$ cat config.mk
export PLATFORM = sky130hd
export DESIGN_NAME = grep_stream_ctrl
export DESIGN_NICKNAME = d
export VERILOG_FILES = /design/src/rtl/grep_stream_ctrl.sv
export SDC_FILE = /design/constraint.sdc
export NUM_CORES = 1
export LEC_CHECK = 0
export CORE_MARGIN = 8
export CORE_UTILIZATION = 50
export DETAILED_ROUTE_END_ITERATION = 10
export DONT_BUFFER_PORTS = 1
export PLACE_DENSITY = 0.67
export RECOVER_POWER = 100
export SYNTH_ARGS = -nofsm -noshare
export SYNTH_HDL_FRONTEND = slang
export SYNTH_SLANG_ARGS = --single-unit
$ cat constraint.sdc
create_clock -name clk -period 5.76 [get_ports clk]
set_input_delay 0.576 -clock clk [delete_from_list [all_inputs] [get_ports clk]]
set_output_delay 0.576 -clock clk [all_outputs]
set_load 0.02 [all_outputs]
$ cat src/rtl/grep_stream_ctrl.sv
// Stream controller for the grepsic matcher: parses a length/pattern header, then slides
// an N-byte window over the text and reports each literal match (with a one-byte wildcard).
module grep_stream_ctrl #(
   parameter int         PAT_MAX  = 8,
   parameter logic [7:0] WILDCARD = 8'h2E
) (
   input  logic        clk,
   input  logic        rst,
   input  logic [7:0]  in_data,
   input  logic        in_valid,
   input  logic        in_last,
   output logic        in_ready,
   output logic        match_valid,
   output logic [15:0] match_pos,
   output logic [7:0]  match_count,
   output logic        done,
   output logic        err
);

   // state   | meaning
   // S_LEN   | waiting for the pattern length byte N
   // S_PAT   | collecting N pattern bytes
   // S_TEXT  | sliding window compare over text bytes
   // S_DRAIN | malformed header, discarding bytes until in_last
   // S_DONE  | one-cycle end-of-job pulse, in_ready low
   localparam logic [2:0] S_LEN   = 3'd0;
   localparam logic [2:0] S_PAT   = 3'd1;
   localparam logic [2:0] S_TEXT  = 3'd2;
   localparam logic [2:0] S_DRAIN = 3'd3;
   localparam logic [2:0] S_DONE  = 3'd4;

   localparam int LW = $clog2(PAT_MAX + 1);

   logic [2:0]              state;
   logic [LW-1:0]           pat_len;
   logic [LW-1:0]           pat_cnt;
   logic [LW-1:0]           fill;
   logic [15:0]             txt_idx;
   logic [PAT_MAX-1:0][7:0] pat_sh;
   logic [PAT_MAX-1:0][7:0] pat_nxt;
   logic [PAT_MAX-1:0][7:0] hist;
   logic [PAT_MAX-1:0][7:0] hist_nxt;
   logic                    xfer;
   logic                    len_ok;
   logic                    win_eq;
   logic                    hit;

   assign in_ready = (state != S_DONE);
   assign done     = (state == S_DONE);
   assign xfer     = in_valid & in_ready;
   assign len_ok   = (in_data != 8'd0) && (in_data <= 8'(PAT_MAX));

   // Both pattern and text shift in at element 0, so element j of each holds the byte
   // j positions back from the newest; aligning them needs no variable-offset indexing.
   assign pat_nxt  = {pat_sh[PAT_MAX-2:0], in_data};
   assign hist_nxt = {hist[PAT_MAX-2:0], in_data};

   always_comb begin
      win_eq = 1'b1;
      for (int j = 0; j < PAT_MAX; j++) begin
         if ((j < int'(pat_len)) && (pat_sh[j] != WILDCARD) && (pat_sh[j] != hist_nxt[j]))
            win_eq = 1'b0;
      end
   end

   assign hit = xfer && (state == S_TEXT) && ((fill + LW'(1)) >= pat_len) && win_eq;

   always_ff @(posedge clk) begin
      if (xfer && (state == S_PAT))
         pat_sh <= pat_nxt;
      if (xfer && (state == S_TEXT))
         hist <= hist_nxt;
   end

   always_ff @(posedge clk) begin
      if (rst) begin
         state       <= S_LEN;
         pat_len     <= '0;
         pat_cnt     <= '0;
         fill        <= '0;
         txt_idx     <= '0;
         match_valid <= 1'b0;
         match_pos   <= '0;
         match_count <= '0;
         err         <= 1'b0;
      end else begin
         match_valid <= 1'b0;
         if (state == S_DONE) begin
            state <= S_LEN;
         end else if (xfer) begin
            case (state)
               S_LEN: begin
                  err         <= 1'b0;
                  match_count <= '0;
                  txt_idx     <= '0;
                  fill        <= '0;
                  pat_cnt     <= '0;
                  pat_len     <= in_data[LW-1:0];
                  if (!len_ok) begin
                     err   <= 1'b1;
                     state <= in_last ? S_DONE : S_DRAIN;
                  end else if (in_last) begin
                     err   <= 1'b1;
                     state <= S_DONE;
                  end else begin
                     state <= S_PAT;
                  end
               end
               S_PAT: begin
                  pat_cnt <= pat_cnt + LW'(1);
                  if (in_last) begin
                     err   <= 1'b1;
                     state <= S_DONE;
                  end else if (pat_cnt == (pat_len - LW'(1))) begin
                     state <= S_TEXT;
                  end
               end
               S_TEXT: begin
                  txt_idx <= txt_idx + 16'd1;
                  if (fill < pat_len)
                     fill <= fill + LW'(1);
                  if (hit) begin
                     match_valid <= 1'b1;
                     match_pos   <= txt_idx - 16'(pat_len) + 16'd1;
                     if (match_count != 8'hFF)
                        match_count <= match_count + 8'd1;
                  end
                  if (in_last)
                     state <= S_DONE;
               end
               S_DRAIN: begin
                  if (in_last)
                     state <= S_DONE;
               end
               default: state <= S_LEN;
            endcase
         end
      end
   end

endmodule

After elaboration in Yosys (flattened, before gate mapping)
Index checks and enable logic that the tools add are counted.
W data, S select, Z words.
{"block": "totals", "out_inout_bits": 28, "input_bits": 12, "regBits": 177, "wordCells": 138}
{"block": "op_classes", "mux": 27, "n_reduce_logical": 36, "bitwise": 4, "magnitude_cmp": 11, "addsub": 7, "n_eq_ne": 29}
{"cell": "$ne A8 B6 Y1 const B", "count": 8}
{"cell": "$ne A8 B8 Y1", "count": 8}
{"cell": "$add A16 B1 Y16 const B", "count": 2}
{"cell": "$pmux W16 S2", "count": 1}
{"cell": "$logic_and A1 B1 Y1", "count": 21}
{"cell": "$mux W3", "count": 6}
{"cell": "$lt A3 B4 Y1 const A", "count": 4}
{"cell": "$mux W8", "count": 2}
{"cell": "$pmux W4 S2", "count": 2}
{"cell": "$pmux W8 S2", "count": 1}
{"cell": "$sub A16 B4 Y16", "count": 1}
{"cell": "$mux W1", "count": 12}
{"cell": "$reduce_and A3 Y1", "count": 4}
{"cell": "$reduce_and A4 Y1", "count": 3}
{"cell": "$pmux W3 S3", "count": 1}
{"cell": "$add A4 B1 Y4 const B", "count": 2}
{"cell": "$add A8 B1 Y8 const B", "count": 1}
{"cell": "$le A8 B4 Y1 const B", "count": 1}
{"cell": "$lt A1 B4 Y1 const A", "count": 2}
{"cell": "$lt A2 B4 Y1 const A", "count": 2}
{"cell": "$ne A8 B8 Y1 const B", "count": 1}
{"cell": "$reduce_bool A8 Y1", "count": 1}
{"cell": "$eq A3 B2 Y1 const B", "count": 2}
{"cell": "$ne A2 B1 Y1 const B", "count": 3}
{"cell": "other kinds (18)", "count": 23}

Longest topological paths before layout
Gate-level depths: netlist of the first run.
{"block": "logic_depth", "depth_word": 14, "ltp_mapped": 13}

Least setup slack after synthesis of the first run
No wires, ideal clock.
{"block": "synth_path", "kind": "in2reg", "from": "input in_valid", "to": "register match_count[6]", "t_arrival_ns": 4.970, "path_slack_ns": 0.672, "cell_stages": 8, "cell_sequence": "nor2b_1 > nand2b_1 > nor2_1 > nand4_1 > or4_1 > buf_2 > or4_4 > mux2i_1"}
{"block": "synth_between", "elab_chain_cells": 6}
{"item": "from (decl)", "line": "10", "text": "input logic in_valid,"}
{"item": "$and A1 B1 Y1 *", "line": "50", "text": "assign xfer = in_valid & in_ready;"}
{"item": "$logic_and A1 B1 Y1 (3 in series)", "line": "66", "text": "assign hit = xfer && (state == S_TEXT) && ((fill + LW'(1)) >= pat_len) && win_eq;"}
{"item": "$ne A2 B2 Y1 (no source line)"}
{"item": "$reduce_and A5 Y1 (no source line) *"}
{"item": "to (signal assigned)", "line": "126", "text": "match_count <= match_count + 8'd1;"}
{"item": "to (decl)", "line": "15", "text": "output logic [7:0] match_count,"}
Mark *: on every way between the ends. The rest lies on a longest branch, timed or not.
A chain may end at the register's enable or synchronous reset.

Worst setup path after layout of the first run
{"block": "layout_path", "from": "register state[2]", "to": "register match_count[2]"}
{"block": "layout_between", "elab_chain_cells": 7, "elab_cells_between_ends": 14}
{"item": "from (decl)", "line": "34", "text": "logic [2:0] state;"}
{"item": "from (signal assigned)", "line": "101", "text": "state <= in_last ? S_DONE : S_DRAIN;"}
{"item": "$ne A3 B3 Y1", "line": "48", "text": "assign in_ready = (state != S_DONE);"}
{"item": "$and A1 B1 Y1", "line": "50"}
{"item": "$logic_and A1 B1 Y1 (3 in series)", "line": "66"}
{"item": "$ne A2 B2 Y1 (no source line)"}
{"item": "$reduce_and A5 Y1 (no source line)"}
Parallel ways exist; a longest one is shown, timed or not.

==> run metrics, run 1 <==
area share of xor/xnor cells in the synthesized design 10.42%; count of antenna-violating nets left after detailed routing 0; WP data required 6.10 ns; warning count from the yosys run 0; average wire per standard cell 16.68 microns; I/O Buffers 0; top post-synthesis cells by area sky130_fd_sc_hd__edfxtp_1 (44%), sky130_fd_sc_hd__dfxtp_1 (14%), sky130_fd_sc_hd__xnor2_1 (9.3%); basic-gate share of the synthesized area counting and, or, nand and nor cells 12.88%; Crit path arrival time roughly 4.2 ns; overall die width 143.7 microns; leading cell types in the layout, fill and taps excluded sky130_fd_sc_hd__edfxtp_1 (120), sky130_fd_sc_hd__xnor2_1 (87), sky130_fd_sc_hd__dfxtp_1 (57); Num Clock Sinks 177; leak pwr 3.087 nW; Worst-Margin Slew 1.551 ns; TritonRoute pass-1 iters 5; share of the clock period used by the worst path after layout 66.99%; number of global-route vias before repair 4,998; post-placement worst setup slack 2.330 ns; layout cells sized above 1 7.236%; compound-gate portion of the synthesized area ~7.6%; detailed-route DRC error count 0; post-layout minimum cycle time 3.859 ns; share of the yosys chip area belonging to registers between 50 and 60%; CTS tree yes; Fin. Hold Viols 0; routed vias 5,012; pin count of the biggest net entering global routing just under 70; violations in the final reports capacitance limit, slew limit; Root Buffer Master sky130_fd_sc_hd__clkbuf_16; dpl cells 874; most used flip-flop cell after synthesis sky130_fd_sc_hd__edfxtp_1; largest family of logic cells by synthesized area simple AND/OR/NAND/NOR gates; Tightest Hold Check Type in -> reg; commonest non-fill, non-tap cell in the layout sky130_fd_sc_hd__edfxtp_1; setup TNS 0 ns; final setup violation count 0; initial detailed-routing violation count 272; mux contribution to synthesized area 1.965%; worst-path maximum fanout 59; Slew Limit Headroom -3.416%; # resized after CTS 0; RSZ-0062 raised after global routing false; final antenna diode count 0; Hold-fix buffers, CTS 0; clock buffer count from CTS 17; Setup Fix Bufs, Post-CTS 0; post-synthesis cell type with the largest combined area sky130_fd_sc_hd__edfxtp_1; RR Startpoint state[2]; design area about 9000 sq um; startpoint of the most critical hold path rst; global placement routability congestion approximately 0.81; post-route insts no fill 907; total power divided by cell area approximately 300 nW/um^2; peak clock frequency supported by timing 259.2 MHz; area share of the leading cell type in the synthesized netlist 44.21%; effective utilization at floorplan 51.32%; via density per instance 5.526; area added between synthesis and finish 10.48%; Crit Path Category reg -> reg; buffer levels on the longest clock path 2; final WL 15.13 mm; clock transition time at the flip-flop clock pins of the worst setup and hold paths 0.07 ns; DP Area 8403 sq um; # IOs 40; H-tree levels 4; Worst-Skew Late Latency roughly 0.44 ns; total core area 15,890 sq um; number of instances in the synthesized netlist 670; netlist area before placement 8152 sq um; Critical path origin state[2]; standard-cell rows 46; GRT Overall Usage ~16%; status finished, violations left; global route total overflow 0; worst setup margin 1.901 ns; synthesized flop and latch total 177; Chip Height 143.7 microns; capturing element type of the critical path flip-flop; worst clock skew 0.02299 ns; Die Footprint 20,650 sq um; post-layout power 2.726 mW; number of violations of the max-capacitance limit 1; post-synthesis average cell area between 10 and 15 sq um; worst voltage drop across the vdd grid 0.0002354 V; final HPWL from detailed placement approximately 11 mm; count of distinct cell types in the synthesized netlist between 50 and 60; Final Max Slew Viols 30; share of flip-flops with an asynchronous set or reset after synthesis 0%; number of enable flip-flop cells after synthesis between 100 and 150; adder-cell area share of the yosys netlist 6.846%; initial antenna violation count 0; final net count 734; Critical Path Start Type flip-flop; Synthesized Nets just over 700; wire length of the first global-routing pass 24.47 mm
[cell families (layout without fill, tap and decap cells)]
family	count (synthesis)	in the layout
XOR/XNOR	97	97
flip-flops	177	177
adder cells (fa/ha/maj)	44	44
buffers and inverters	45	66
multiplexers	16	16
AND/OR/NAND/NOR	196	196
AO/OA/AOI/OAI	95	95
[routing by layer]
metal / GRT usage [%] / routed length, microns / vias to the layer above
met5: 0 / 0 / -
met3: 4.877 / 817 / 17
li1: - / - / 2461
met4: 6.696 / 244 / 0
met1: 17.90 / 6473 / 2435
met2: 26.15 / 7596 / 99
[through the flow]
stage               util [%]  hold WS [ns]
floorplan                  -        0.4487
global placement       52.90        0.4571
detailed placement     52.90        0.4571
CTS                    56.74        0.1827
global route           56.69        0.1811
finish                 56.69        0.1998
[registers in the layout, summed over array words and instances (netlist names)]
signal       cells
txt_idx         16
state            3
match_count      8
match_valid      1
fill             4
err              1
pat_len          4
hist            56
pat_nxt         56
pat_cnt          4
pat_sh           8
match_pos       16
[final cells by class]
class / count / area [sq um]
fill: 1304 / 6879
clock buffer: 17 / 425.4
timing repair buffer: 5 / 26.28
clock inverter: 15 / 185.2
tap: 216 / 270.3
multi-input combinational: 448 / 3246
sequential: 177 / 4745
inverter: 29 / 108.9
[critical path: stages, from the launching register on]
cell                       delay, ns
sky130_fd_sc_hd__dfxtp_1        0.35
sky130_fd_sc_hd__nor2b_1        0.29
sky130_fd_sc_hd__nand2b_1       0.22
sky130_fd_sc_hd__nor2_4         0.12
sky130_fd_sc_hd__buf_4          0.58
sky130_fd_sc_hd__nand4_1        0.19
sky130_fd_sc_hd__nor4_2         0.26
sky130_fd_sc_hd__clkbuf_1       1.15
sky130_fd_sc_hd__a311oi_1       0.24
sky130_fd_sc_hd__a41o_1         0.27
[path summary, 6_finish.rpt]
path | endpoint | slack, ns | depth (start not counted)
setup / recovery | match_count[2] | 1.90 | 9
hold / removal | match_pos[5] | 0.20 | 1
setup reg to reg | match_count[2] | 1.90 | 9
hold reg to reg | hist[19] | 0.47 | 0
[power by group]
part	internal (mW)	total [mW]	leakage, nW	switching (mW)
registers	1.38	1.41	1.55	0.0281
clock network	0.590	1.14	0.298	0.555
logic	0.0668	0.170	1.24	0.103
[cell usage after synthesis (all sizes together) (5+ instances only)]
master / count
or2: 6
nand2: 32
inv: 29
nor4b: 8
dfxtp: 57
edfxtp: 120
mux2i: 16
and2: 5
xor2: 10
a22oi: 5
a21oi: 31
ha: 43
nor4: 5
nor2b: 6
o21ai: 21
nor3: 9
nand4: 26
xnor2: 87
and4b: 6
nor2: 55
nand3: 14
and3: 6
nand2b: 6
clkbuf: 12
o211ai: 5
(Power assumes the default switching activity.)
==> run 2: changes to the inputs <==
Clock period 5.76 ns to 4 ns, I/O delays scaled along.
==> run 2 against run 1 <==
The run still ends with capacitance limit, slew limit left; global-route usage fell by 0.22 points; maximum frequency rose by 19%; utilization increased by 0.11 points; critical path depth decreased by 6.
==> run metrics, run 2 (synthesis gave the netlist of run 1 again) <==
Worst-Margin Slew 1.844 ns (+0.2932 ns); initial detailed-routing violation count 254 (-6.6%); Layout fillers 1,324 (+1.5%); Root Buffer Master sky130_fd_sc_hd__clkbuf_16; overall die width 143.7 microns (unchanged); TritonRoute pass-1 iters 5 (unchanged); Die Footprint 20,650 sq um (unchanged); RSZ-0062 raised after global routing false; total power divided by cell area 438.5 nW/um^2 (+45%); GRT Overall Usage 15.30% (-0.22 points); count of antenna-violating nets left after detailed routing 0 (unchanged); detailed-route DRC error count 0 (unchanged); crit path to pat_nxt[19]; Num Clock Sinks 177 (unchanged); peak clock frequency supported by timing 307.7 MHz (+19%); Slew Limit Headroom -22.96% (-20 points); final HPWL from detailed placement 10.78 mm (+0.86%); utilization after layout 56.81% (+0.11 points); post-layout minimum cycle time 3.250 ns (-0.6088 ns); average wire per standard cell 16.72 microns (+0.23%); layout cells sized above 1 6.763% (-0.47 points); met3 track demand over resource 4.678% (-0.20 points); buffer levels on the longest clock path 2 (unchanged); capturing element type of the critical path flip-flop; routed vias 5,017 (+0.10%); minimum setup slack among reg-to-reg paths 0.75 ns (-1.15 ns); Seq. cell area 4745 sq um (unchanged); number of violations of the max-capacitance limit 1 (unchanged); number of logic stages on the critical path including buffering 3 (-6); share of the clock period used by the worst path after layout 81.25% (+14 points); cell at the slowest stage of the critical path sky130_fd_sc_hd__and3_1; clock transition time at the flip-flop clock pins of the worst setup and hold paths 0.08 ns (about the same); total core area 15,890 sq um (unchanged); slowest cell delay on critical path 1.45 ns (+0.30 ns); effective utilization at floorplan 51.32% (unchanged); commonest non-fill, non-tap cell in the layout sky130_fd_sc_hd__edfxtp_1; final setup violation count 0 (unchanged); Final Max Slew Viols 42 (+40%); H-tree levels 4 (unchanged); Hold-fix buffers, CTS 0 (unchanged); multi-input combinational cell area 3237 sq um (-0.27%); final WL 15.23 mm (+0.67%); met1 capacity usage during global routing 17.53% (-0.36 points); busiest grt layer met2; initial antenna violation count 0 (unchanged); leading cell types in the layout, fill and taps excluded sky130_fd_sc_hd__edfxtp_1 (120), sky130_fd_sc_hd__xnor2_1 (87), sky130_fd_sc_hd__dfxtp_1 (57); WP data required 4.07 ns (-2.03 ns); Critical path origin state[1]; Critical Path Start Type flip-flop; via density per instance 5.507 (-0.34%); pin count of the biggest net entering global routing 58 (-16%); I/O Buffers 0 (unchanged); Worst-Skew Late Latency 0.44 ns (about the same); Crit path arrival time 3.32 ns (-0.87 ns); clock buffer count from CTS 17 (unchanged); Chip Height 143.7 microns (unchanged); # resized after CTS 0 (unchanged); post-placement worst setup slack 1.008 ns (-1.322 ns); CTS tree yes; RR Startpoint state[1]; Setup Fix Bufs, Post-CTS 0 (unchanged); final antenna diode count 0 (unchanged); met2 track demand over resource 26.30% (+0.15 points); leak pwr 3.097 nW (+0.33%); logic depth of the worst register-to-register path 3 (-6); worst voltage drop across the vdd grid 0.0003184 V (+35%); Tightest Hold Check Type in -> reg; final net count 738 (+0.54%); setup TNS 0 ns (unchanged); worst setup margin 0.7501 ns (-1.151 ns); Reg2Reg Capture Point pat_nxt[19]; violations in the final reports capacitance limit, slew limit; Fin. Hold Viols 0 (unchanged); post-layout power 3.957 mW (+45%); number of global-route vias before repair 4,988 (-0.20%); worst clock skew 0.01334 ns (-0.009651 ns); standard-cell rows 46 (unchanged); wire length of the first global-routing pass 24.21 mm (-1.0%); Crit Path Category reg -> reg; status finished, violations left; global placement routability congestion 0.8307 (+2.1%); Critical Path, Cell by Cell inv_1 -> and3_1 -> clkbuf_1; count of buffer and inverter cells on the critical path 2 (unchanged); # IOs 40 (unchanged); global route total overflow 0 (unchanged); largest delay contributor family on the critical path simple AND/OR/NAND/NOR gates; worst-path maximum fanout 41 (-31%); area added between synthesis and finish 10.70%
## run 2: changes by cell type in the layout (fill, tap and decap cells not counted), moves of 2 or more
cell | before | now
sky130_fd_sc_hd__clkinv_8 | 6 | 3
sky130_fd_sc_hd__clkbuf_1 | 3 | 6
sky130_fd_sc_hd__inv_8 | 5 | 7
sky130_fd_sc_hd__dlygate4sd3_1 | 0 | 2
## run 2: power by group
| group | internal, mW | total [mW] | switching [mW] |
|---|---|---|---|
| Combinational | 0.0973 | 0.245 | 0.147 |
| Clock | 0.906 | 1.68 | 0.771 |
| Sequential | 1.99 | 2.03 | 0.0410 |
## run 2: area by class of cell
cell class	instances	area share, %
Multi-Input combinational cell	448	35.87
Tap cell	216	2.995
Clock buffer	18	4.756
Sequential cell	177	52.58
Inverter	29	1.206
Clock inverter	14	2.024
Timing Repair Buffer	9	0.5685
## run 2: per-stage QoR
stage,cell area (sq um),instances,hold WS [ns]
final,9024,911,0.03571
after global placement,8426,877,0.4552
after global routing,9024,911,0.004530
after CTS,9037,909,0.009277
after floorplan,8154,670,0.4487
after detailed placement,8426,877,0.4583
## run 2: worst reg2reg max path: cells and delay by family (launching register included)
family	cells	cell delay, ns
and+or+nand+nor	1	1.45
buffers and inverters	2	0.99
DFF	1	0.44
## run 2: worst min path at each step
stage                     startpoint  depth (start not counted)              to
final                            rst                          1  match_count[1]
after global routing             rst                          1      txt_idx[0]
after CTS                        rst                          1      txt_idx[1]
after detailed placement    hist[41]                          0        hist[49]
after global placement      hist[38]                          0        hist[46]
after floorplan              hist[2]                          0        hist[10]
## run 2: metal layers
layer / up-vias / wire length, microns
met2: 101 / 7547
met1: 2426 / 6708
met4: 0 / 264
li1: 2470 / -
met5: - / 0
met3: 20 / 712
==> run 3: changes to the inputs <==
Settings changed: PLACE_DENSITY 0.67 to 0.7.
Clock period 4 ns to 2.7 ns, I/O delays scaled along.
==> run 3 against run 2 <==
The flow now finishes without violations; setup slack lost 0.73 ns; die area unchanged; total power grew 48%; sequential share of layout area decreased by 2.0 points; via count is 2.0% higher; sequential power increased by 48%; final area up 3.9%; critical path type unchanged; highest routed layer unchanged.
==> run metrics, run 3 (synthesis gave the netlist of run 1 again) <==
number of violations of the max-capacitance limit 0 (-1); via density per instance 5.445 (-1.1%); number of global-route vias before repair 5,196 (+4.2%); Worst-Margin Slew 1.447 ns (-0.3974 ns); DR WL met2 7.931 mm (+5.1%); clock buffer count from CTS 17 (unchanged); Final Max Slew Viols 0 (-100%); leading cell types in the layout, fill and taps excluded sky130_fd_sc_hd__edfxtp_1 (120), sky130_fd_sc_hd__xnor2_1 (87), sky130_fd_sc_hd__nor2_1 (54), sky130_fd_sc_hd__dfxtp_1 (54), sky130_fd_sc_hd__ha_1 (40); global placement routability congestion 0.8387 (+0.96%); part of the total power dissipated in the clock network 41.0% (-1.4 points); Critical Path, Cell by Cell inv_2 -> ha_4 -> inv_2 -> ha_4 -> inv_2 -> fa_2 -> nor2b_4 -> o31ai_4 -> a211o_1 -> a31oi_2 -> o22ai_2 -> nor4b_2 -> a311o_1; overall die width 143.7 microns (unchanged); Critical Path Start Type flip-flop; total length of routed met3 wires 687 microns (-3.5%); total core area 15,890 sq um (unchanged); share of the clock period used by the worst path after layout 99.24% (+18 points); peak clock frequency supported by timing 373.2 MHz (+21%); # IOs 40 (unchanged); WP data required 3.07 ns (-1.00 ns); worst voltage drop across the vdd grid 0.0004962 V (+56%); count of buffer and inverter cells on the critical path 3 (+1); Tightest Hold Check Type in -> reg; post-layout power 5.851 mW (+48%); global route total overflow 0 (unchanged); H-tree levels 4 (unchanged); detailed-route DRC error count 0 (unchanged); post-layout minimum cycle time 2.679 ns (-0.5705 ns); slowest cell delay on critical path 0.42 ns (-1.03 ns); TritonRoute pass-1 iters 4 (-1); utilization after layout 59.04% (+2.2 points); Fin. Hold Viols 0 (unchanged); area added between synthesis and finish 15.06%; final setup violation count 0 (unchanged); Top cell by count, worst path sky130_fd_sc_hd__inv_2; initial detailed-routing violation count 321 (+26%); count of antenna-violating nets left after detailed routing 0 (unchanged); Root Buffer Master sky130_fd_sc_hd__clkbuf_16; Crit Path Category reg -> reg; number of logic stages on the critical path including buffering 13 (+10); status finished clean; buffer levels on the longest clock path 2 (unchanged); final antenna diode count 0 (unchanged); total power divided by cell area 623.9 nW/um^2 (+42%); wire length of the first global-routing pass 25.54 mm (+5.5%); met1 wire length 7.118 mm (+6.1%); Num Clock Sinks 177 (unchanged); cell-internal power 4.518 mW (+51%); layout cells sized above 1 13.40% (+6.6 points); Die Footprint 20,650 sq um (unchanged); final WL 16.04 mm (+5.3%); post-route insts no fill 940 (+3.2%); final net count 767 (+3.9%); Seq. cell area 4748 sq um (about the same); Worst-Skew Late Latency 0.42 ns (-0.02 ns); initial antenna violation count 0 (unchanged); multi-input combinational cell area 3366 sq um (+4.0%); effective utilization at floorplan 51.32% (unchanged); Layout fillers 1,299 (-1.9%); routed vias 5,118 (+2.0%); logic depth of the worst register-to-register path 13 (+10); GRT Overall Usage 16.03% (+0.73 points); RSZ-0062 raised after global routing true; setup TNS 0 ns (unchanged); Highest Signal Layer met4; Slew Limit Headroom 3.526% (+26 points); dpl cells 895 (+2.1%); largest delay contributor family on the critical path compound AO/OA/AOI/OAI gates; I/O Buffers 0 (unchanged); Chip Height 143.7 microns (unchanged); clock transition time at the flip-flop clock pins of the worst setup and hold paths 0.07 ns (about the same); switching power 1.333 mW (+39%); Crit path arrival time 3.05 ns (-0.27 ns); commonest non-fill, non-tap cell in the layout sky130_fd_sc_hd__edfxtp_1; leak pwr 3.253 nW (+5.0%); final HPWL from detailed placement 11.34 mm (+5.2%); hold slack final 0.06689 ns (+0.03117 ns); share of power burned in registers 51.4% (about the same); CTS tree yes; average wire per standard cell 17.06 microns (+2.0%); net switching fraction of the power 22.78% (-1.5 points); hold path cells 3 (+2); worst clock skew 0.006615 ns (-0.006721 ns); Combinational Power Share 7.6% (+1.4 points); worst-path maximum fanout 3 (-93%); standard-cell rows 46 (unchanged); cell at the slowest stage of the critical path sky130_fd_sc_hd__fa_2; pin count of the biggest net entering global routing 69 (+19%); capturing element type of the critical path flip-flop
==> run 3: worst paths after layout <==
check / from / endpoint / slack (ns)
worst min-delay path: in_last / state[0] / 0.07
worst max register to register: txt_idx[1] / match_pos[15] / 0.02
worst min register to register: hist[8] / hist[16] / 0.47
worst max-delay path: txt_idx[1] / match_pos[15] / 0.02
==> run 3: timing repair <==
item	4_1_cts	5_1_grt
gates resized for setup	2	28
endpoints found under the hold margin	48	0
hold buffers	10	0
pin swaps	0	11
buffers inserted	0	3
endpoints found under the setup margin	1	6
==> run 3: cell type report <==
cell class | count | area share (%)
clock buffer | 17 | 4.536
tap | 216 | 2.882
inverter | 29 | 1.161
sequential | 177 | 50.63
timing repair buffer | 38 | 3.228
clock inverter | 15 | 1.681
multi-input combinational | 448 | 35.89
==> run 3: power by group through the flow <==
| stage | registers [mW] | logic, mW | clock network (mW) |
|---|---|---|---|
| 2_1_floorplan | 3.05 | 0.296 | 0 |
| 3_3_place_gp | 3.06 | 0.396 | 0 |
| 3_5_place_dp | 3.06 | 0.405 | 0 |
| 4_1_cts | 3.00 | 0.432 | 2.44 |
| 5_1_grt | 3.01 | 0.488 | 2.57 |
| 6_report | 3.01 | 0.443 | 2.40 |
==> run 3: per-layer routing <==
layer | GRT usage (%) | vias to the layer above
met5 | 0 | -
met4 | 5.368 | 0
met3 | 4.380 | 21
met2 | 26.58 | 86
met1 | 19.85 | 2483
li1 | - | 2528
==> run 3: worst reg2reg max path, delay by kind of cell, from the launching register on <==
kind,cells,cell delay [ns]
adders and majority gates,3,0.77
AOI/OAI and AO/OA,5,0.94
and+or+nand+nor,2,0.45
DFF,1,0.33
buffers and inverters,3,0.15
==> run 3: through the flow <==
step | area, sq um | setup WS, ns
floorplan | 8195 | -0.3609
global placement | 8606 | 0.03287
detailed placement | 8606 | -0.05148
CTS | 9298 | 0.01105
global route | 9379 | -0.05721
finish | 9379 | 0.02059
